$ cat src/rtl/div_report_tx.sv
// Divisor report transmitter: queues divisor bytes in a small FIFO and hands
// each one to the UART, I2C or SPI transmitter selected when the transfer begins.
module div_report_tx #(
    parameter int unsigned DEPTH   = 4,
    parameter int unsigned TIMEOUT = 1024
) (
    input  logic                     clk_i,
    input  logic                     rst_n,
    input  logic [1:0]               con_bit_i,
    input  logic [7:0]               div_data_i,
    input  logic                     div_en_i,
    input  logic                     uart_busy_i,
    input  logic                     i2c_busy_i,
    input  logic                     spi_busy_i,
    input  logic                     uart_done_i,
    input  logic                     i2c_done_i,
    input  logic                     spi_done_i,
    output logic [7:0]               tx_data_o,
    output logic                     uart_start_o,
    output logic                     i2c_start_o,
    output logic                     spi_start_o,
    output logic [$clog2(DEPTH):0]   fifo_level_o,
    output logic                     drop_o,
    output logic                     err_o
);

    localparam int unsigned AW = $clog2(DEPTH);
    localparam int unsigned LW = AW + 1;

    localparam logic [1:0]  CH_UART = 2'b11;
    localparam logic [1:0]  CH_I2C  = 2'b10;
    localparam logic [1:0]  CH_SPI  = 2'b00;
    localparam logic [1:0]  CH_NONE = 2'b01;

    localparam logic [15:0]   TO_LAST = 16'(TIMEOUT - 1);
    localparam logic [LW-1:0] LVL_FULL = LW'(DEPTH);

    typedef enum logic [1:0] {
        IDLE      = 2'd0,
        WAIT_RDY  = 2'd1,
        START     = 2'd2,
        WAIT_DONE = 2'd3
    } state_e;

    state_e          state_q, state_d;
    logic [1:0]      ch_q, ch_d;
    logic [7:0]      mem_q [DEPTH];
    logic [7:0]      mem_d [DEPTH];
    logic [AW-1:0]   wr_ptr_q, wr_ptr_d;
    logic [AW-1:0]   rd_ptr_q, rd_ptr_d;
    logic [LW-1:0]   level_q, level_d;
    logic [7:0]      tx_data_q, tx_data_d;
    logic [15:0]     cnt_q, cnt_d;
    logic            drop_q, drop_d;

    logic            sel_busy;
    logic            sel_done;
    logic            full;
    logic            push;
    logic            pop;
    logic            err;
    logic            start;

    // Only the channel latched on leaving IDLE is ever observed.
    always_comb begin
        sel_busy = 1'b1;
        sel_done = 1'b0;
        case (ch_q)
            CH_UART: begin
                sel_busy = uart_busy_i;
                sel_done = uart_done_i;
            end
            CH_I2C: begin
                sel_busy = i2c_busy_i;
                sel_done = i2c_done_i;
            end
            CH_SPI: begin
                sel_busy = spi_busy_i;
                sel_done = spi_done_i;
            end
            default: begin
                sel_busy = 1'b1;
                sel_done = 1'b0;
            end
        endcase
    end

    always_comb begin
        state_d   = state_q;
        ch_d      = ch_q;
        cnt_d     = cnt_q;
        tx_data_d = tx_data_q;
        pop       = 1'b0;
        err       = 1'b0;
        case (state_q)
            IDLE: begin
                if (level_q != '0 && con_bit_i != CH_NONE) begin
                    ch_d    = con_bit_i;
                    state_d = WAIT_RDY;
                end
            end
            WAIT_RDY: begin
                if (!sel_busy) begin
                    tx_data_d = mem_q[rd_ptr_q];
                    state_d   = START;
                end
            end
            START: begin
                cnt_d   = '0;
                state_d = WAIT_DONE;
            end
            WAIT_DONE: begin
                // done wins over a timeout landing on the same cycle
                if (sel_done) begin
                    pop     = 1'b1;
                    state_d = IDLE;
                end else if (cnt_q == TO_LAST) begin
                    pop     = 1'b1;
                    err     = 1'b1;
                    state_d = IDLE;
                end else begin
                    cnt_d = cnt_q + 16'd1;
                end
            end
            default: begin
                state_d = IDLE;
            end
        endcase
    end

    // A full FIFO still accepts a write when the head leaves on the same edge.
    always_comb begin
        full     = (level_q == LVL_FULL);
        push     = div_en_i && (!full || pop);
        drop_d   = div_en_i && full && !pop;
        mem_d    = mem_q;
        wr_ptr_d = wr_ptr_q;
        rd_ptr_d = rd_ptr_q;
        level_d  = level_q;
        if (push) begin
            mem_d[wr_ptr_q] = div_data_i;
            wr_ptr_d        = wr_ptr_q + AW'(1);
        end
        if (pop) begin
            rd_ptr_d = rd_ptr_q + AW'(1);
        end
        case ({push, pop})
            2'b10:   level_d = level_q + LW'(1);
            2'b01:   level_d = level_q - LW'(1);
            default: level_d = level_q;
        endcase
    end

    always_ff @(posedge clk_i or negedge rst_n) begin
        if (!rst_n) begin
            state_q   <= IDLE;
            ch_q      <= CH_NONE;
            wr_ptr_q  <= '0;
            rd_ptr_q  <= '0;
            level_q   <= '0;
            tx_data_q <= '0;
            cnt_q     <= '0;
            drop_q    <= 1'b0;
            for (int unsigned i = 0; i < DEPTH; i++) begin
                mem_q[i] <= '0;
            end
        end else begin
            state_q   <= state_d;
            ch_q      <= ch_d;
            wr_ptr_q  <= wr_ptr_d;
            rd_ptr_q  <= rd_ptr_d;
            level_q   <= level_d;
            tx_data_q <= tx_data_d;
            cnt_q     <= cnt_d;
            drop_q    <= drop_d;
            mem_q     <= mem_d;
        end
    end

    assign start        = (state_q == START);
    assign uart_start_o = start && (ch_q == CH_UART);
    assign i2c_start_o  = start && (ch_q == CH_I2C);
    assign spi_start_o  = start && (ch_q == CH_SPI);
    assign tx_data_o    = tx_data_q;
    assign fifo_level_o = level_q;
    assign drop_o       = drop_q;
    assign err_o        = err;

endmodule

$ cat config.mk
export PLATFORM = sky130hd
export DESIGN_NAME = div_report_tx
export DESIGN_NICKNAME = d
export VERILOG_FILES = /design/src/rtl/div_report_tx.sv
export SDC_FILE = /design/constraint.sdc
export NUM_CORES = 1
export LEC_CHECK = 0
export BUFFER_PORTS_ARGS = -buffer_cell sky130_fd_sc_hd__buf_2
export CORE_ASPECT_RATIO = 1.4
export CORE_MARGIN = 1
export CORE_UTILIZATION = 46
export CTS_CLUSTER_SIZE = 12
export DETAILED_ROUTE_END_ITERATION = 7
export PLACE_DENSITY = 0.65
export SYNTH_ARGS = -nofsm -noshare
export SYNTH_HDL_FRONTEND = slang
export SYNTH_SLANG_ARGS = --single-unit
$ cat constraint.sdc
create_clock -name clk_i -period 3.2 [get_ports clk_i]
set_input_delay 0.16 -clock clk_i [delete_from_list [all_inputs] [get_ports clk_i]]
set_output_delay 0.16 -clock clk_i [all_outputs]
set_load 0.01 [all_outputs]
### Word level (Yosys, flattened, before mapping)

Index checks and enable logic that the tools add are counted.

* add/subtract/negate cells: 5
* order comparisons: 3
* equality and inequality tests: 15
* muxes and demuxes: 22
* bitwise gates (word level): 3
* reductions and logical operators: 20

Operators with widths (number)
* bitwise mux 32 bit: 1
* 2-to-1 mux 16 bit: 2
* case mux 16 bit (2 select lines): 1
* 2-to-1 mux 8 bit: 3
* adder 16 x 1 -> 16 bit, second input constant: 1
* binary-select mux 8 bit (select 2 bit): 1
* demux 8 bit (select 2 bit): 1
* == test 16 x 10 -> 1 bit, second input constant: 1
* == test 2 bit, second input constant: 5
* logical AND 1 bit: 8
* 2-to-1 mux 2 bit: 4
* inequality test 2 bit, second input constant: 4
* case mux 2 bit (4 select lines): 1
* greater-or-equal comparator 3 bit, second input constant: 2
* inverter 2 -> 3 bit: 2
* case mux 1 bit (3 select lines): 2
* case mux 3 bit (2 select lines): 1
* AND reduction 3 bit: 2
* 2-to-1 mux 1 bit: 5
* adder 2 x 1 -> 2 bit, second input constant: 2
* == test 2 x 1 -> 1 bit, second input constant: 2
* logical NOT 2 bit: 2
* AND reduction 2 bit: 2
* nonzero test 2 bit: 2
* other kinds (10): 11

* flip-flop bits (word level): 68
* bits of input ports: 19
* output and inout bits: 16
* word-level logic and storage cells: 80

### Longest topological paths before layout

Gate-level depths: netlist (run 1).

* depth after elaboration: 8
* gate-level depth with buffers: 12
* gate-level depth less buffers: 12

### Worst setup path before layout (run 1)

OpenSTA, ideal clock, no wires.

* path kind: reg-to-reg
* start point: register cnt_q[10]
* end point: register level_q[1] (netlist: fifo_level_o[1])
* library setup time: 83 ps
* arrival: 2722 ps
* data required time: 3117 ps
* path slack: 395 ps
* stages on the path, launching flop included: 9
* path buffers: 0
* clock period less this slack: 2805 ps
* cell sequence: dfrtp_1 > or4_4 > or4_4 > a31oi_4 > inv_1 > ha_1 > inv_1 > fa_1 > o21ai_0

* cells in the longest elaborated chain, start to end: 8
* elaborated cells between the ends (all ways): 10
* those cells by class: eq/ne (3); mux (4); reduce/logical (3)

Ends and longest elaborated chain
* start: declaration: line 53 `logic [15:0] cnt_q, cnt_d;`
* start signal: assignment: line 174 `cnt_q <= cnt_d;`
* == test 16 x 10 -> 1 bit (*): line 117 `end else if (cnt_q == TO_LAST) begin`
* 2-to-1 mux 1 bit (*): line 117
* 2-to-1 mux 1 bit (*): line 114 `if (sel_done) begin`
* 2-to-1 mux 1 bit (*): line 95 `case (state_q)`
* logical OR 1 bit: line 134 `push = div_en_i && (!full || pop);`
* logical AND 1 bit: line 134
* == test 2 x 1 -> 1 bit / == test 2 bit (equally long branches): line 147 `case ({push, pop})`
* case mux 3 bit (2 select lines) / nonzero test 2 bit (equally long branches)
* end signal: assignment: line 172 `level_q <= level_d;`
* end: declaration: line 51 `logic [LW-1:0] level_q, level_d;`

Every way passes the cells marked *; elsewhere a longest branch is shown, timed or not.
A chain may end at the register's enable or synchronous reset.

### Final worst setup path (run 1)

* start point: register cnt_q[10]
* end point: register level_q[2] (netlist: fifo_level_o[2])

* cells in the longest elaborated chain, start to end: 8
* elaborated cells between the ends (all ways): 10
* those cells by class: eq/ne (3); mux (4); reduce/logical (3)

Ends and longest elaborated chain
* == test 16 x 10 -> 1 bit (*): line 117
* 2-to-1 mux 1 bit (*): line 117
* 2-to-1 mux 1 bit (*): line 114
* 2-to-1 mux 1 bit (*): line 95
* via pop: line 60 `logic pop;`
* logical OR 1 bit: line 134
* logical AND 1 bit: line 134
* == test 2 x 1 -> 1 bit / == test 2 bit (equally long branches): line 147
* case mux 3 bit (2 select lines) / nonzero test 2 bit (equally long branches)

Mark *: on every way through the listed nets, which the timed path passes. The rest lies on a longest branch.

==> impl_metrics.json, run 1 <==
{
  "drv_cap": 0,
  "hold_path_end": "mem_q[9]$_DFFE_PN0P_",
  "power_density_mw_per_mm2": 945,
  "final_common_cell": "dfrtp_1",
  "p_total_mw": 3.70,
  "yosys_most_used_dff": "dfrtp_1",
  "hp-start": "div_data_i[1]",
  "wire_per_inst_um": 15.4,
  "worstPathCellList": "or4_4 -> nor3_1 -> a21oi_2 -> nand2b_1 -> inv_1 -> ha_1 -> inv_1 -> fa_1 -> xor2_1 -> nor2_1 -> xnor2_1",
  "grt.total_usage": 0.189,
  "yosysWarnings": 0,
  "cts_setup_buffers": 0,
  "setup_ws_ns": 0.409,
  "p_leak_nw": 1.84,
  "netlist_instances": 269,
  "crit_path_end_kind": "register",
  "netlist.area_leader.share": 0.498,
  "slew-limit-headroom": 0.482,
  "core_area_sq_mm": 0.00703,
  "finalSetupViolations": 0,
  "final_util": 0.557,
  "fp.dieW_um": 74.3,
  "finalHoldViolCount": 0,
  "grt_max_degree": 31,
  "dr.pass1.iters": 4,
  "hold_depth": 2,
  "grt_pass1_vias": 2228,
  "max_stage_delay_ns": 0.55,
  "cp-start-kind": "register",
  "place_ws_ns": 0.403,
  "synth_area_per_cell_sq_um": 12.5,
  "nets": 345,
  "place.detailed.hpwl_um": 4620,
  "post-route-min-period_ns": 2.79,
  "dieArea_sq_mm": 0.00766,
  "rsz0062_at_grt": "no",
  "areaGrowthSynthToFinish_pct": 16.4,
  "crit_slowest_cell": "or4_4",
  "r2r-start": "cnt_q[10]$_DFFE_PN0P_",
  "grt_pass1_wl_um": 10600,
  "antenna_left": 0,
  "cts.sinks": 68,
  "via_count": 2177,
  "io_buffer_count": 34,
  "vias_per_cell": 5.26,
  "synth_area_leaders": "dfrtp_1, mux2_2, mux4_2",
  "regArea_sq_mm": 0.00170,
  "r2r_setup_slack_ns": 0.41,
  "critPathTopFamily": "simple AND/OR/NAND/NOR gates",
  "top_level_ports": 35,
  "cts_made_buffers": 9,
  "diodes": 0,
  "postCtsHoldBufs": 1,
  "cts_tree": "built",
  "clkLatencyLatePin_ns": 0.34,
  "worstMarginPinSlew_ns": 0.771,
  "slew_violations": 0,
  "fillers": 622,
  "status": "complete, no violations",
  "finalCritPeriodShare": 0.872,
  "crit_arrival_ns": 3.06,
  "drt_iter0_markers": 122,
  "clockRootBuffer": "clkbuf_8",
  "rr_worst_depth": 11,
  "drive_above_1_share": 0.361,
  "multi_input_area_sq_mm": 0.00158,
  "drc": 0,
  "netlist_area_sq_mm": 0.00336,
  "synth_cell_type_count": 41,
  "wirelength_um": 6370,
  "crit_top_cell": "inv_1",
  "ctsResizeCount": 0,
  "synth_seq_area_share": 0.506,
  "clockBufferDepth": 2,
  "syn_nets": 300,
  "ys_seq_elements": 68,
  "rows": 36,
  "yosysTopAreaCell": "dfrtp_1",
  "place_congestion": 0.846,
  "h-tree-depth": 3,
  "regToRegEndpoint": "fifo_level_o[2]$_DFFE_PN0P_",
  "fmax_mhz": 358,
  "synth-edff-count": 0,
  "crit_path_max_fanout": 7,
  "path_buf_inv": 2,
  "start_util": 0.479,
  "final_cell_mix": "dfrtp_1, mux2_2, buf_2",
  "critPathRequiredTime_ns": 3.47,
  "worstHoldPathType": "primary input to register",
  "clkTransAtPathRegs_ns": 0.07,
  "finClkSkew_ns": 0.00757,
  "antenna_found_initial": 0,
  "ir_worst_vdd_v": 0.000391,
  "gr-total-overflow": 0,
  "die_y_um": 103,
  "fin_tns_setup_ns": 0,
  "synthArstFlopShare": 1.00,
  "path_class": "register to register"
}
## sequential cells by signal, summed over array words and instances, names as in the netlist
register      cells
cnt_q            16
fifo_level_o      3
wr_ptr_q          2
tx_data_o         8
state_q           2
drop_o            1
ch_q              2
rd_ptr_q          2
mem_q            32
## area by class of cell
type / instances / share of cell area
Sequential cell: 68 / 0.435
Tap cell: 95 / 0.0304
Clock inverter: 3 / 0.0173
Clock buffer: 13 / 0.0431
Multi-Input combinational cell: 180 / 0.404
Inverter: 15 / 0.0144
Timing Repair Buffer: 40 / 0.0556
## synthesized netlist by cell type (3+ instances only)
| library cell | n |
|---|---|
| o21ai_0 | 7 |
| nand2_1 | 20 |
| nand2b_1 | 3 |
| nor2_1 | 12 |
| nand2_4 | 4 |
| clkbuf_1 | 4 |
| mux4_2 | 8 |
| nor4_1 | 3 |
| xnor2_1 | 6 |
| and3_1 | 4 |
| nand3_1 | 6 |
| xor2_1 | 5 |
| dfrtp_1 | 67 |
| nand4_1 | 9 |
| inv_1 | 15 |
| mux2_2 | 42 |
| ha_1 | 11 |
| mux2i_1 | 11 |
| nor3_1 | 5 |
## how the worst max path moves through the flow
stage | end | cells after the start | startpoint | slack [ns]
final | fifo_level_o[2]$_DFFE_PN0P_ | 11 | cnt_q[10]$_DFFE_PN0P_ | 0.41
after global routing | fifo_level_o[2]$_DFFE_PN0P_ | 11 | cnt_q[10]$_DFFE_PN0P_ | 0.24
after CTS | fifo_level_o[2]$_DFFE_PN0P_ | 11 | cnt_q[10]$_DFFE_PN0P_ | 0.40
after detailed placement | fifo_level_o[2]$_DFFE_PN0P_ | 11 | cnt_q[10]$_DFFE_PN0P_ | 0.40
after global placement | fifo_level_o[2]$_DFFE_PN0P_ | 11 | cnt_q[10]$_DFFE_PN0P_ | 0.47
after floorplan | fifo_level_o[1]$_DFFE_PN0P_ | 8 | cnt_q[10]$_DFFE_PN0P_ | 0.39
## per-layer routing
| metal | part of all wire | GRT usage | vias up |
|---|---|---|---|
| met5 | 0 | 0 | - |
| met1 | 0.43 | 0.225 | 1064 |
| li1 | - | - | 1059 |
| met2 | 0.52 | 0.329 | 45 |
| met3 | 0.033 | 0.0494 | 9 |
| met4 | 0.017 | 0.0682 | 0 |
## per-stage QoR
| step | hold slack [ns] | instance area [sq um] | instances |
|---|---|---|---|
| after floorplan | -0.136 | 3360 | 269 |
| after global placement | 0.0279 | 3670 | 397 |
| after detailed placement | 0.0263 | 3670 | 397 |
| after CTS | 0.0761 | 3920 | 414 |
| after global routing | 0.0811 | 3920 | 414 |
| final | 0.0898 | 3920 | 414 |
## cell families (layout without fill, tap and decap cells)
kind of cell	count (synthesis)	in the layout	synth area share
compound gates	17	17	0.0372
xor+xnor	11	11	0.0286
flops	68	68	0.506
fa+ha+maj	12	12	0.0469
mux	61	61	0.227
buf+inv	21	71	0.0234
simple gates	79	79	0.131
## power breakdown
| group | total, mW | leakage [nW] | switching (mW) | internal (mW) |
|---|---|---|---|---|
| Sequential | 1.50 | 0.842 | 0.277 | 1.22 |
| Combinational | 1.38 | 0.884 | 0.626 | 0.755 |
| Clock | 0.822 | 0.116 | 0.319 | 0.503 |
No activity file was read; power rests on OpenSTA's default activity.
==> inputs of run 2 (changes only) <==
CELL_PAD_IN_SITES_DETAIL_PLACEMENT = 0   (was default)
CELL_PAD_IN_SITES_GLOBAL_PLACEMENT = 2   (was default)
CORE_UTILIZATION = 40   (was 46)
PLACE_DENSITY = 0.79   (was 0.65)
==> run 2 against run 1 <==
Against the previous run: global-route usage fell by 1.7 points; final area rose by 3.6%; hold slack better by 0.018 ns; sequential power hardly changed; power increased by 10%; critical path type unchanged; critical endpoint unchanged.
==> impl_metrics.json, run 2 (synthesis gave the netlist of run 1 again) <==
{
  "status": "complete, no violations",
  "clockRootBuffer": "clkbuf_16",
  "worstMarginPinSlew_ns": 0.852,
  "crit_slowest_cell": "or4_4",
  "p_leak_nw": 1.91,
  "p_total_mw": 4.07,
  "swShare": 0.307,
  "wire_per_inst_um": 16.2,
  "crit_path_end_kind": "register",
  "postLayoutCellArea_sq_mm": 0.00406,
  "grt.total_usage": 0.173,
  "grt_pass1_vias": 2248,
  "hold_depth": 2,
  "p_sw_mw": 1.25,
  "max_stage_delay_ns": 0.55,
  "h-tree-depth": 3,
  "top_level_ports": 35,
  "rsz0062_at_grt": "no",
  "ctsResizeCount": 0,
  "path_buf_inv": 2,
  "areaGrowthSynthToFinish_pct": 20.6,
  "r2r_setup_slack_ns": 0.38,
  "placed_cell_area_sq_mm": 0.00368,
  "critPathRequiredTime_ns": 3.45,
  "crit_path_max_fanout": 7,
  "final_common_cell": "dfrtp_1",
  "dr.pass1.iters": 5,
  "grt_pass1_wl_um": 11400,
  "drv_cap": 0,
  "hp-start": "div_en_i",
  "io_buffer_count": 34,
  "fmax_mhz": 354,
  "largest_reg_flops": 32,
  "drc": 0,
  "cts_tree": "built",
  "power_density_mw_per_mm2": 1000,
  "gr-total-overflow": 0,
  "wirelength_um": 6810,
  "fillers": 765,
  "nets": 345,
  "crit_top_cell": "inv_1",
  "crit_arrival_ns": 3.07,
  "place_congestion": 0.766,
  "rows": 39,
  "antenna_left": 0,
  "fp.dieW_um": 79.5,
  "start_util": 0.413,
  "core_area_sq_mm": 0.00815,
  "rr_worst_depth": 11,
  "path_class": "register to register",
  "drt_iter0_markers": 52,
  "regToRegEndpoint": "fifo_level_o[2]$_DFFE_PN0P_",
  "clockBufferDepth": 2,
  "internal_power_mw": 2.82,
  "clkLatencyLatePin_ns": 0.32,
  "cts_made_buffers": 9,
  "vias_per_cell": 5.23,
  "placed_cells": 404,
  "dieArea_sq_mm": 0.00879,
  "finalHoldViolCount": 0,
  "grt_max_degree": 35,
  "clkTransAtPathRegs_ns": 0.05,
  "p_clk_frac": 0.293,
  "die_y_um": 111,
  "finalCritPeriodShare": 0.883,
  "cts_setup_buffers": 0,
  "cp-start-kind": "register",
  "cts.sinks": 68,
  "critPathTopFamily": "simple AND/OR/NAND/NOR gates",
  "via_count": 2200,
  "top_register": "mem_q",
  "final_cells": 421,
  "final_cell_mix": "dfrtp_1, mux2_2, buf_2",
  "slew-limit-headroom": 0.428,
  "post-route-min-period_ns": 2.82,
  "drive_above_1_share": 0.364,
  "r2r-start": "cnt_q[10]$_DFFE_PN0P_",
  "hold_path_end": "drop_o$_DFF_PN0_",
  "finalSetupViolations": 0,
  "slew_violations": 0,
  "ir_worst_vdd_v": 0.000451,
  "fin_hold_ws_ns": 0.108,
  "combinationalPowerShare": 0.339,
  "antenna_found_initial": 0,
  "worstPathCellList": "or4_4 -> nor3_1 -> a21oi_2 -> nand2b_1 -> inv_1 -> ha_1 -> inv_1 -> fa_1 -> xor2_1 -> nor2_1 -> xnor2_1",
  "finClkSkew_ns": 0.00331,
  "fin_tns_setup_ns": 0,
  "place.detailed.hpwl_um": 5010,
  "diodes": 0,
  "worstHoldPathType": "primary input to register",
  "power_frac_seq": 0.368
}
[run 2: cell count changes in the layout (fill, tap and decap cells not counted), sizes merged]
| cell | delta |
|---|---|
| clkinvlp | -1 |
| bufinv | +1 |
[run 2: metal layers]
layer / global-route usage / wire length (um) / vias up
met1: 0.206 / 2880 / 1094
met5: 0 / 0 / -
met4: 0.0848 / 189 / 0
met3: 0.0455 / 239 / 13
li1: - / - / 1049
met2: 0.282 / 3500 / 44
[run 2: worst max-delay path by stage]
stage | start | depth (start not counted) | to
finish | cnt_q[10]$_DFFE_PN0P_ | 11 | fifo_level_o[2]$_DFFE_PN0P_
global placement | cnt_q[10]$_DFFE_PN0P_ | 11 | fifo_level_o[2]$_DFFE_PN0P_
detailed placement | cnt_q[10]$_DFFE_PN0P_ | 11 | fifo_level_o[2]$_DFFE_PN0P_
floorplan | cnt_q[10]$_DFFE_PN0P_ | 8 | fifo_level_o[1]$_DFFE_PN0P_
global route | cnt_q[10]$_DFFE_PN0P_ | 11 | fifo_level_o[2]$_DFFE_PN0P_
CTS | cnt_q[10]$_DFFE_PN0P_ | 11 | fifo_level_o[2]$_DFFE_PN0P_
[run 2: layout make-up]
class	count	area, sq um	share of cell area
Clock buffer	13	280	0.0691
Clock inverter	3	90.1	0.0222
Inverter	15	56.3	0.0139
Multi-Input combinational cell	180	1580	0.390
Sequential cell	68	1700	0.420
Tap cell	102	128	0.0315
Timing Repair Buffer	40	218	0.0537
[run 2: stage by stage]
stage | utilization | worst slack (ns)
6_report | 0.498 | 0.376
5_1_grt | 0.498 | 0.128
4_1_cts | 0.498 | 0.354
3_5_place_dp | 0.451 | 0.367
3_3_place_gp | 0.451 | 0.391
2_1_floorplan | - | 0.395
[run 2: power groups by stage]
stage          Combinational, mW  Clock (mW)  Sequential (mW)
2_1_floorplan               1.11           0             1.41
3_3_place_gp                1.39           0             1.50
3_5_place_dp                1.41           0             1.52
4_1_cts                     1.42        1.22             1.51
5_1_grt                     1.53        1.27             1.55
6_report                    1.38        1.19             1.50
[run 2: timing repair]
item / in CTS / in global routing
hold buffers: 1 / 0
setup endpoints to repair: 0 / 0
endpoints found under the hold margin: 31 / 0
